[config.mk]
export PLATFORM = sky130hd
export DESIGN_NAME = game_timer
export DESIGN_NICKNAME = d
export VERILOG_FILES = /design/src/rtl/game_timer.sv
export SDC_FILE = /design/constraint.sdc
export NUM_CORES = 1
export LEC_CHECK = 0
export ABC_AREA = 1
export CAP_MARGIN = 20
export CORE_UTILIZATION = 23
export CTS_BUF_LIST = sky130_fd_sc_hd__clkbuf_4 sky130_fd_sc_hd__clkbuf_8 sky130_fd_sc_hd__clkbuf_16
export CTS_CLUSTER_DIAMETER = 200
export DETAILED_ROUTE_END_ITERATION = 10
export PLACE_DENSITY = 0.39
export SYNTH_ARGS = -nofsm -noshare
export SYNTH_HDL_FRONTEND = slang
export SYNTH_SLANG_ARGS = --single-unit
[constraint.sdc]
create_clock -name clk -period 2.2 [get_ports clk]
set_input_delay 0.22 -clock clk [delete_from_list [all_inputs] [get_ports clk]]
set_output_delay 0.22 -clock clk [all_outputs]
set_load 0.02 [all_outputs]
[src/rtl/game_timer.sv]
// Elapsed mm:ss stopwatch for the snake game: BCD count from start of play, freeze on game_over,
// registered 7-segment codes per digit and a one-cycle tick per counted second.
module game_timer #(
  parameter int TICK_DIV       = 1000,
  parameter bit SEG_ACTIVE_LOW = 1'b0
) (
  input  logic       clk,
  input  logic       rst_n,
  input  logic       start,
  input  logic       game_over,
  output logic [6:0] led_min_h,
  output logic [6:0] led_min_l,
  output logic [6:0] led_sec_h,
  output logic [6:0] led_sec_l,
  output logic       sec_tick,
  output logic       running
);

  localparam int PW = (TICK_DIV > 1) ? $clog2(TICK_DIV) : 1;
  localparam logic [PW-1:0] PSC_MAX  = PW'(TICK_DIV - 1);
  localparam logic [PW-1:0] PSC_ZERO = {PW{1'b0}};
  localparam logic [6:0]    SEG_INV  = SEG_ACTIVE_LOW ? 7'b1111111 : 7'b0000000;
  localparam logic [6:0]    SEG_ZERO = 7'b0111111 ^ SEG_INV;

  localparam logic [1:0] ST_IDLE    = 2'd0;
  localparam logic [1:0] ST_RUN     = 2'd1;
  localparam logic [1:0] ST_STOPPED = 2'd2;

  logic [1:0]    state_r, state_nx_s;
  logic [PW-1:0] psc_r, psc_nx_s;
  logic [3:0]    sec_l_r, sec_h_r, min_l_r, min_h_r;
  logic [3:0]    sec_l_nx_s, sec_h_nx_s, min_l_nx_s, min_h_nx_s;
  logic          tick_nx_s;
  logic          sat_s;

  function automatic logic [6:0] seg_encode(input logic [3:0] d);
    logic [6:0] c;
    case (d)
      4'd0:    c = 7'b0111111;
      4'd1:    c = 7'b0000110;
      4'd2:    c = 7'b1011011;
      4'd3:    c = 7'b1001111;
      4'd4:    c = 7'b1100110;
      4'd5:    c = 7'b1101101;
      4'd6:    c = 7'b1111101;
      4'd7:    c = 7'b0000111;
      4'd8:    c = 7'b1111111;
      4'd9:    c = 7'b1101111;
      default: c = 7'b0000000;
    endcase
    return c ^ SEG_INV;
  endfunction

  assign sat_s = (min_h_r == 4'd9) && (min_l_r == 4'd9) && (sec_h_r == 4'd5) && (sec_l_r == 4'd9);

  // Next-state, prescaler and BCD counter logic
  always_comb begin
    state_nx_s = state_r;
    psc_nx_s   = psc_r;
    sec_l_nx_s = sec_l_r;
    sec_h_nx_s = sec_h_r;
    min_l_nx_s = min_l_r;
    min_h_nx_s = min_h_r;
    tick_nx_s  = 1'b0;
    case (state_r)
      ST_IDLE: begin
        if (start && !game_over) state_nx_s = ST_RUN;
        else                     state_nx_s = ST_IDLE;
      end
      ST_RUN: begin
        // A freeze on the wrap edge wins: the second is dropped and no tick is issued.
        if (game_over) begin
          state_nx_s = ST_STOPPED;
        end else if (psc_r == PSC_MAX) begin
          psc_nx_s  = PSC_ZERO;
          tick_nx_s = 1'b1;
          if (sat_s) begin
            sec_l_nx_s = sec_l_r;
          end else if (sec_l_r != 4'd9) begin
            sec_l_nx_s = sec_l_r + 4'd1;
          end else begin
            sec_l_nx_s = 4'd0;
            if (sec_h_r != 4'd5) begin
              sec_h_nx_s = sec_h_r + 4'd1;
            end else begin
              sec_h_nx_s = 4'd0;
              if (min_l_r != 4'd9) begin
                min_l_nx_s = min_l_r + 4'd1;
              end else begin
                min_l_nx_s = 4'd0;
                min_h_nx_s = min_h_r + 4'd1;
              end
            end
          end
        end else begin
          psc_nx_s = psc_r + PW'(1);
        end
      end
      ST_STOPPED: begin
        if (start && !game_over) begin
          state_nx_s = ST_RUN;
          psc_nx_s   = PSC_ZERO;
          sec_l_nx_s = 4'd0;
          sec_h_nx_s = 4'd0;
          min_l_nx_s = 4'd0;
          min_h_nx_s = 4'd0;
        end else begin
          state_nx_s = ST_STOPPED;
        end
      end
      default: begin
        state_nx_s = ST_IDLE;
        psc_nx_s   = PSC_ZERO;
        sec_l_nx_s = 4'd0;
        sec_h_nx_s = 4'd0;
        min_l_nx_s = 4'd0;
        min_h_nx_s = 4'd0;
      end
    endcase
  end

  // State, counters and registered outputs; segments trail the BCD digits by one cycle
  always_ff @(posedge clk) begin
    if (!rst_n) begin
      state_r   <= ST_IDLE;
      psc_r     <= PSC_ZERO;
      sec_l_r   <= 4'd0;
      sec_h_r   <= 4'd0;
      min_l_r   <= 4'd0;
      min_h_r   <= 4'd0;
      sec_tick  <= 1'b0;
      running   <= 1'b0;
      led_sec_l <= SEG_ZERO;
      led_sec_h <= SEG_ZERO;
      led_min_l <= SEG_ZERO;
      led_min_h <= SEG_ZERO;
    end else begin
      state_r   <= state_nx_s;
      psc_r     <= psc_nx_s;
      sec_l_r   <= sec_l_nx_s;
      sec_h_r   <= sec_h_nx_s;
      min_l_r   <= min_l_nx_s;
      min_h_r   <= min_h_nx_s;
      sec_tick  <= tick_nx_s;
      running   <= (state_nx_s == ST_RUN);
      led_sec_l <= seg_encode(sec_l_r);
      led_sec_h <= seg_encode(sec_h_r);
      led_min_l <= seg_encode(min_l_r);
      led_min_h <= seg_encode(min_h_r);
    end
  end

endmodule
== Yosys cells after proc, flatten, opt, wreduce, memory -nomap -nowiden ==
Memory sizes are Yosys's and may differ from the RTL's. A register that Yosys moved wholly into a read port is not among the register bits.
Index checks and enable logic that the tools add are counted.

* Register bits: 30
* ROM bits: 448
* Logic and storage cells: 89
* Output and inout bits: 30
* Memories kept: 4
* Bits of input ports: 4

{| class="wikitable"
|+ Memories
! memory !! depth !! width !! rd ports !! clocked after memory_dff !! write ports !! line !! text
|-
| (name not given) || 16 || 7 || 1 || 1 || 0 || 38 || <nowiki>case (d)</nowiki>
|-
| (name not given) || 16 || 7 || 1 || 1 || 0 || 38 ||
|-
| (name not given) || 16 || 7 || 1 || 1 || 0 || 38 ||
|-
| (name not given) || 16 || 7 || 1 || 1 || 0 || 38 ||
|}

* Equality and inequality tests: 18
* Add/sub/neg operators: 5
* Mux-type cells: 35
* Bitwise logic cells: 3
* Reductions and logical operators: 16

{| class="wikitable"
|+ Operators with widths
! operator !! count
|-
| 2-to-1 mux 4 bit || 22
|-
| case mux 4 bit (3 select lines) || 4
|-
| 2-to-1 mux 10 bit || 3
|-
| case mux 10 bit (3 select lines) || 1
|-
| adder 4 x 1 -> 4 bit (second input constant) || 4
|-
| inequality test 2 bit (second input constant) || 7
|-
| == test 4 bit (second input constant) || 3
|-
| adder 10 x 1 -> 10 bit (second input constant) || 1
|-
| == test 10 bit (second input constant) || 1
|-
| inequality test 4 bit (second input constant) || 2
|-
| AND reduction 8 bit || 1
|-
| AND reduction 7 bit || 1
|-
| case mux 2 bit (3 select lines) || 1
|-
| AND reduction 6 bit || 1
|-
| zero test 1 bit || 5
|-
| AND reduction 5 bit || 1
|-
| == test 2 x 1 -> 1 bit (second input constant) || 2
|-
| == test 4 x 3 -> 1 bit (second input constant) || 1
|-
| logical AND 1 bit || 4
|-
| 2-to-1 mux 2 bit || 2
|-
| inequality test 4 x 3 -> 1 bit (second input constant) || 1
|-
| inverter 1 bit || 3
|-
| AND reduction 3 bit || 1
|-
| OR reduction 3 bit || 1
|-
| 3 further kinds || 4
|}

== Depth between registers and ports, before layout ==
Gate-level depths: netlist of the first run.

* Depth in word-level cells: 8
* Depth in mapped cells: 10
* Mapped depth without buffers: 10

== Least setup slack after synthesis of the first run ==
OpenSTA, ideal clock, no wires.

* Path kind: reg2reg
* Start: register sec_h_r[1]
* End: register sec_l_r[1]
* Slack: 630 ps
* Cell stages (with the launch flop): 10
* Period minus slack after synthesis: 1,570 ps
* Arrival: 1,440 ps
* Library setup time: 130 ps
* Buffers on the path: 0
* Required time: 2,070 ps
* Cell sequence: dfxtp_1 inv_1 ha_1 nand3_1 nor2_2 nand3_4 nand3_4 nand2_1 o21ai_0 nor2_1

* Cells in the longest elaborated chain, start to end: 5

{| class="wikitable"
|+ RTL lines
! element !! line !! text
|-
| start, declared || 31 || <nowiki>logic [3:0] sec_l_r, sec_h_r, min_l_r, min_h_r;</nowiki>
|-
| start signal, assigned || 141 || <nowiki>sec_h_r <= sec_h_nx_s;</nowiki>
|-
| == test 4 x 3 -> 1 bit || 54 || <nowiki>assign sat_s = (min_h_r == 4'd9) && (min_l_r == 4'd9) && (sec_h_r == 4'd5) && (sec_l_r == 4'd9);</nowiki>
|-
| logical AND 1 bit (2 in a row) || 54 ||
|-
| inequality test 2 bit (no line) || n/a ||
|-
| AND reduction 5 bit (no line) || n/a ||
|-
| end signal, assigned || 140 || <nowiki>sec_l_r <= sec_l_nx_s;</nowiki>
|-
| end, declared || 31 ||
|}

No other way between the ends.
A chain may end at the register's enable or synchronous reset.

== Worst setup path in the final report of the first run ==
* Start: register min_l_r[1]
* End: register sec_l_r[1]

* Cells in the longest elaborated chain, start to end: 6

{| class="wikitable"
|+ RTL lines
! element !! line !! text
|-
| start, declared || 31 ||
|-
| start signal, assigned || 142 || <nowiki>min_l_r <= min_l_nx_s;</nowiki>
|-
| == test 4 bit || 54 ||
|-
| logical AND 1 bit (3 in a row) || 54 ||
|-
| inequality test 2 bit (no line) || n/a ||
|-
| AND reduction 5 bit (no line) || n/a ||
|}

No other way between the ends.

==> results of run 1 <==
==> logic make-up after synthesis <==
logic type	count (synthesis)	share of synthesized area
simple gates	201	0.316
flops	58	0.375
compound gates	53	0.101
buf+inv	48	0.0679
fa+ha+maj	29	0.117
xor+xnor	8	0.0226
==> final timing paths <==
kind         startpoint         end  slack [ns]
min reg2reg    psc_r[1]    psc_r[1]        0.49
max reg2reg  min_l_r[1]  sec_l_r[1]        0.43
min            psc_r[1]    psc_r[1]        0.49
max          min_l_r[1]  sec_l_r[1]        0.43
==> sequential cells by signal, indices dropped and copies added (netlist names) <==
| name | flops |
|---|---|
| state_r | 2 |
| min_l_r | 4 |
| sec_h_r | 4 |
| led_sec_h | 7 |
| led_min_h | 7 |
| psc_r | 10 |
| led_sec_l | 7 |
| sec_l_r | 4 |
| running | 1 |
| led_min_l | 7 |
| sec_tick | 1 |
| min_h_r | 4 |
==> per-stage QoR <==
step | std cells | setup WS, ns | area (um2) | util | total power, mW
2_1_floorplan | 397 | 0.630 | 3100 | - | 1.41
3_3_place_gp | 603 | 0.347 | 3630 | 0.275 | 1.54
3_5_place_dp | 603 | 0.324 | 3630 | 0.275 | 1.54
4_1_cts | 618 | 0.406 | 3910 | 0.296 | 2.85
5_1_grt | 618 | 0.194 | 3910 | 0.296 | 2.95
6_report | 618 | 0.426 | 3910 | 0.296 | 2.79
==> final cells by class <==
type	instances	area (um2)
Tap cell	176	220
Clock inverter	3	15.0
Clock buffer	12	260
Multi-Input combinational cell	291	1720
Timing Repair Buffer	38	368
Fill cell	1421	9290
Inverter	40	156
Sequential cell	58	1160
==> tightest hold or removal path, stage by stage, from the launching register on <==
cell and delay (ns):
dfxtp_1 0.32, nand2_1 0.07, a21oi_1 0.06
==> Yosys cell counts, types with 3 or more instances <==
master	instances
a21oi_1	21
a21oi_2	3
dfxtp_1	58
ha_1	29
inv_1	30
inv_2	7
nand2_1	86
nand2_2	4
nand2_4	3
nand3_1	19
nand3_2	3
nand4_1	8
nor2_1	61
nor2_2	3
nor3_1	4
o21ai_0	22
xor2_1	8
==> power groups by stage <==
stage	Clock, mW	Sequential, mW	Combinational, mW
2_1_floorplan	0	1.19	0.221
3_3_place_gp	0	1.16	0.386
3_5_place_dp	0	1.16	0.384
4_1_cts	1.33	1.13	0.386
5_1_grt	1.38	1.14	0.428
6_report	1.28	1.13	0.380
==> per-layer routing <==
layer,track usage,part of all wire,up-vias
li1,-,-,1362
met1,0.135,0.49,1189
met2,0.172,0.47,32
met3,0.0286,0.030,9
met4,0.0529,0.017,0
met5,0,0,-
==> impl_metrics.toml, run 1 <==
[yosys]
yosysWarnings = 0
synth_nets = 430
yosysTopAreaCell = "dfxtp_1"
synth_cell_types = 35
synth_seq_cells = 58
synth.top_cell.area_share = 0.375
synth_edf_count = 0
async_flop_share = 0
syn_inst = 397
synth_area_um2 = 3100
synthFlopType = "dfxtp_1"
seq_area_frac_synth = 0.375
syn_avg_cell_area_um2 = 7.80
synthTopCellsByArea = "dfxtp_1 38%, ha_1 12%, nand2_1 10%"

[timing]
finalSetupViolations = 0
slew_viol_final = 0
fmax_mhz = 564
fin_skew_ns = 0.00376
hold_viol = 0
hold_ws_ns = 0.492
period_needed_ns = 1.77
relSlewSlack = 0.508
period_share = 0.807
fin_setup_tns_ns = 0
worst_pin_slew_ns = 0.738
rsz0062_at_grt = "no"

[power]
p_int_mw = 2.07
pwr-share-comb = 0.136
switching_share = 0.259
p_sw_mw = 0.723
seqPwrFrac = 0.406
cellPowerDensity_nw_per_um2 = 715
ir_worst_vdd_mv = 0.315
clockPowerShare = 0.458
p_leak_nw = 1.65

[grt]
grtUsageTotal = 0.108
grt_pass1_vias = 2490
grt_antenna_before_repair = 0
grt_pass1_wl_um = 12000
grt_max_degree = 18
overflow = 0

[worst_setup_path]
path_depth = 9
cp.required_ns = 2.38
reg2reg_depth = 9
cp_common_cell = "nand3_4"
endpoint_kind = "flop"
max_stage_delay_ns = 0.38
path_max_fanout = 10
crit_buf_inv = 1
worstPathArrival_ns = 1.96
critPathKind = "flop to flop"
slowest_stage = "dfxtp_1"
startpoint_type = "flop"
crit_chain = "inv_1, ha_1, nand3_1, nor2_2, nand3_4, nand3_4, nand2_1, o21ai_0, nor2_1"
path_delay_family = "simple AND/OR/NAND/NOR gates"

[floorplanning]
die_x_um = 118
initial_core_util = 0.235
dieHeight_um = 118
die_area_um2 = 13900
num_io_pins = 34
rows = 42
core_area_um2 = 13200

[hold_path]
hp-class = "flop to flop"
whs_path_depth = 2

[job]
max_cap_viol_count = 0

[cts]
cts_tree = "built"
cts_made_buffers = 9
post_cts_resized = 0
cts_sinks = 58
cts_root_buf = "clkbuf_16"
insertion_delay_ns = 0.32
cts_max_level = 3
clockBufferDepth = 2
clk_pin_slew_worst_paths_ns = 0.05
post_cts_buffers = 0
ctsHoldBuffers = 0

[place]
post-dp-hpwl_um = 5040
port_buffers = 33
place_congestion = 0.728

[layout]
diodes = 0
area_growth_pct = 26.2
layout_common_cells = "86 x nand2_1, 61 x nor2_1, 58 x dfxtp_1"
drive_gt1_frac = 0.131
layout_commonest_cell = "nand2_1"
nNetsFinal = 471

[drt]
drc = 0
ant_nets = 0
drt_first_pass_iters = 4
vias = 2592
wl_um = 6860
vias_per_cell = 4.19
drtIter0Drc = 121
wire_per_inst_um = 11.1

[status]
status = "complete, no violations"
Power figures use the tool's default switching activity.
==> run 2, diff against run 1 <==
==> constraint.sdc (replaced) <==
create_clock -name clk -period 1.8 [get_ports clk]
set_input_delay 0.18 -clock clk [delete_from_list [all_inputs] [get_ports clk]]
set_output_delay 0.18 -clock clk [all_outputs]
set_load 0.02 [all_outputs]
==> run 2 against run 1 <==
Compared with the run above:
- flip-flop and latch count is the same
- critical path type unchanged
- sequential share of layout area down 0.84 points
- utilization up 0.89 points
- final area up 3.0%
==> impl_metrics.toml, run 2 (synthesized netlist as in run 1, its figures left out) <==
[place]
port_buffers = 33
place_congestion = 0.764
dpl-instance-area_um2 = 3750
post-dp-hpwl_um = 5090
dp_cells = 619

[power]
p_leak_nw = 1.73
cellPowerDensity_nw_per_um2 = 842
ir_worst_vdd_mv = 0.408

[drt]
drc = 0
wl_um = 6920
ant_nets = 0
wire_per_inst_um = 10.9
vias = 2609
vias_per_cell = 4.12
drt_first_pass_iters = 4
drtIter0Drc = 89

[layout]
postLayoutCellArea_um2 = 4020
layout_common_cells = "86 x nand2_1, 60 x nor2_1, 57 x dfxtp_1"
seqCellArea_um2 = 1160
fillers = 1391
largest_reg_flops = 10
layout_commonest_cell = "nand2_1"
area_growth_pct = 30.0
drive_gt1_frac = 0.166
final_cell_count_no_fill = 633
top_register = "psc_r"
diodes = 0
multi_input_area_um2 = 1740
nNetsFinal = 487

[timing]
slew_viol_final = 0
rsz0062_at_grt = "no"
hold_viol = 0
period_share = 0.897
relSlewSlack = 0.504
fin_skew_ns = 0.00493
finalSetupViolations = 0
fmax_mhz = 620
worst_pin_slew_ns = 0.743
period_needed_ns = 1.61
fin_setup_tns_ns = 0

[hold_path]
hp-class = "primary input to flop"

[grt]
overflow = 0
grt_pass1_vias = 2514
grtUsageTotal = 0.109
busiest_layer = "met2"
use_met2 = 0.173
use_met1 = 0.134
grt_use_met3 = 0.0223
grt_antenna_before_repair = 0
grt_pass1_wl_um = 12000
grt_max_degree = 17

[cts]
cts_made_buffers = 9
clk_pin_slew_worst_paths_ns = 0.05
cts_root_buf = "clkbuf_16"
post_cts_buffers = 0
clockBufferDepth = 2
cts_sinks = 58
insertion_delay_ns = 0.33
cts_tree = "built"
cts_max_level = 3

[status]
status = "complete, no violations"

[worst_setup_path]
path_max_fanout = 7
critPathKind = "flop to flop"
worstPathArrival_ns = 1.83
cp.required_ns = 2.01
endpoint_kind = "flop"
startpoint_type = "flop"
ff2ff_setup_slack_ns = 0.19

[floorplanning]
die_x_um = 118
die_area_um2 = 13900
rows = 42
core_area_um2 = 13200
dieHeight_um = 118
num_io_pins = 34
initial_core_util = 0.235

[job]
max_cap_viol_count = 0
-- run 2: final timing paths --
path	startpoint	end	depth (start not counted)
setup / recovery	psc_r[0]	psc_r[4]	8
setup reg to reg	psc_r[0]	psc_r[4]	8
hold / removal	start	state_r[0]	3
hold reg to reg	psc_r[1]	psc_r[1]	2
-- run 2: area by class of cell --
cell class                 instances  share of cell area
multi-input combinational        291               0.432
sequential                        58               0.289
timing repair buffer              54               0.121
clock buffer                      10              0.0594
tap                              176              0.0547
inverter                          40              0.0389
clock inverter                     4             0.00498
-- run 2: repair_timing --
action / 4_1_cts / 5_1_grt
resized for setup: 0 / 4
hold buffers: 0 / 0
setup endpoints to repair: 0 / 15
-- run 2: critical path, stage by stage, from the launching register on --
cell and delay (ns):
dfxtp_1 0.36, ha_1 0.18, nand2_1 0.09, inv_1 0.09
nand3_2 0.15, nand2_2 0.20, inv_2 0.09, o21ai_4 0.25
nor2_1 0.08
-- run 2: where the power goes --
part	internal (mW)	switching, mW	leakage (nW)
clock	0.939	0.566	0.134
sequential	1.35	0.0235	0.472
combinational	0.206	0.306	1.12
total	2.49	0.895	1.73
-- run 2: stage by stage --
stage / setup slack [ns] / hold slack, ns / power, mW / utilization
finish: 0.186 / 0.476 / 3.39 / 0.305
global route: 0.0181 / 0.503 / 3.57 / 0.305
CTS: 0.141 / 0.465 / 3.45 / 0.304
detailed placement: 0.0853 / 0.490 / 1.91 / 0.284
global placement: 0.112 / 0.488 / 1.91 / 0.284
floorplan: 0.230 / 0.258 / 1.72 / -
-- run 2: layer usage --
metal	share of wire	wire, um
met1	0.47	3280
met2	0.47	3220
met3	0.035	243
met4	0.026	177
met5	0	0
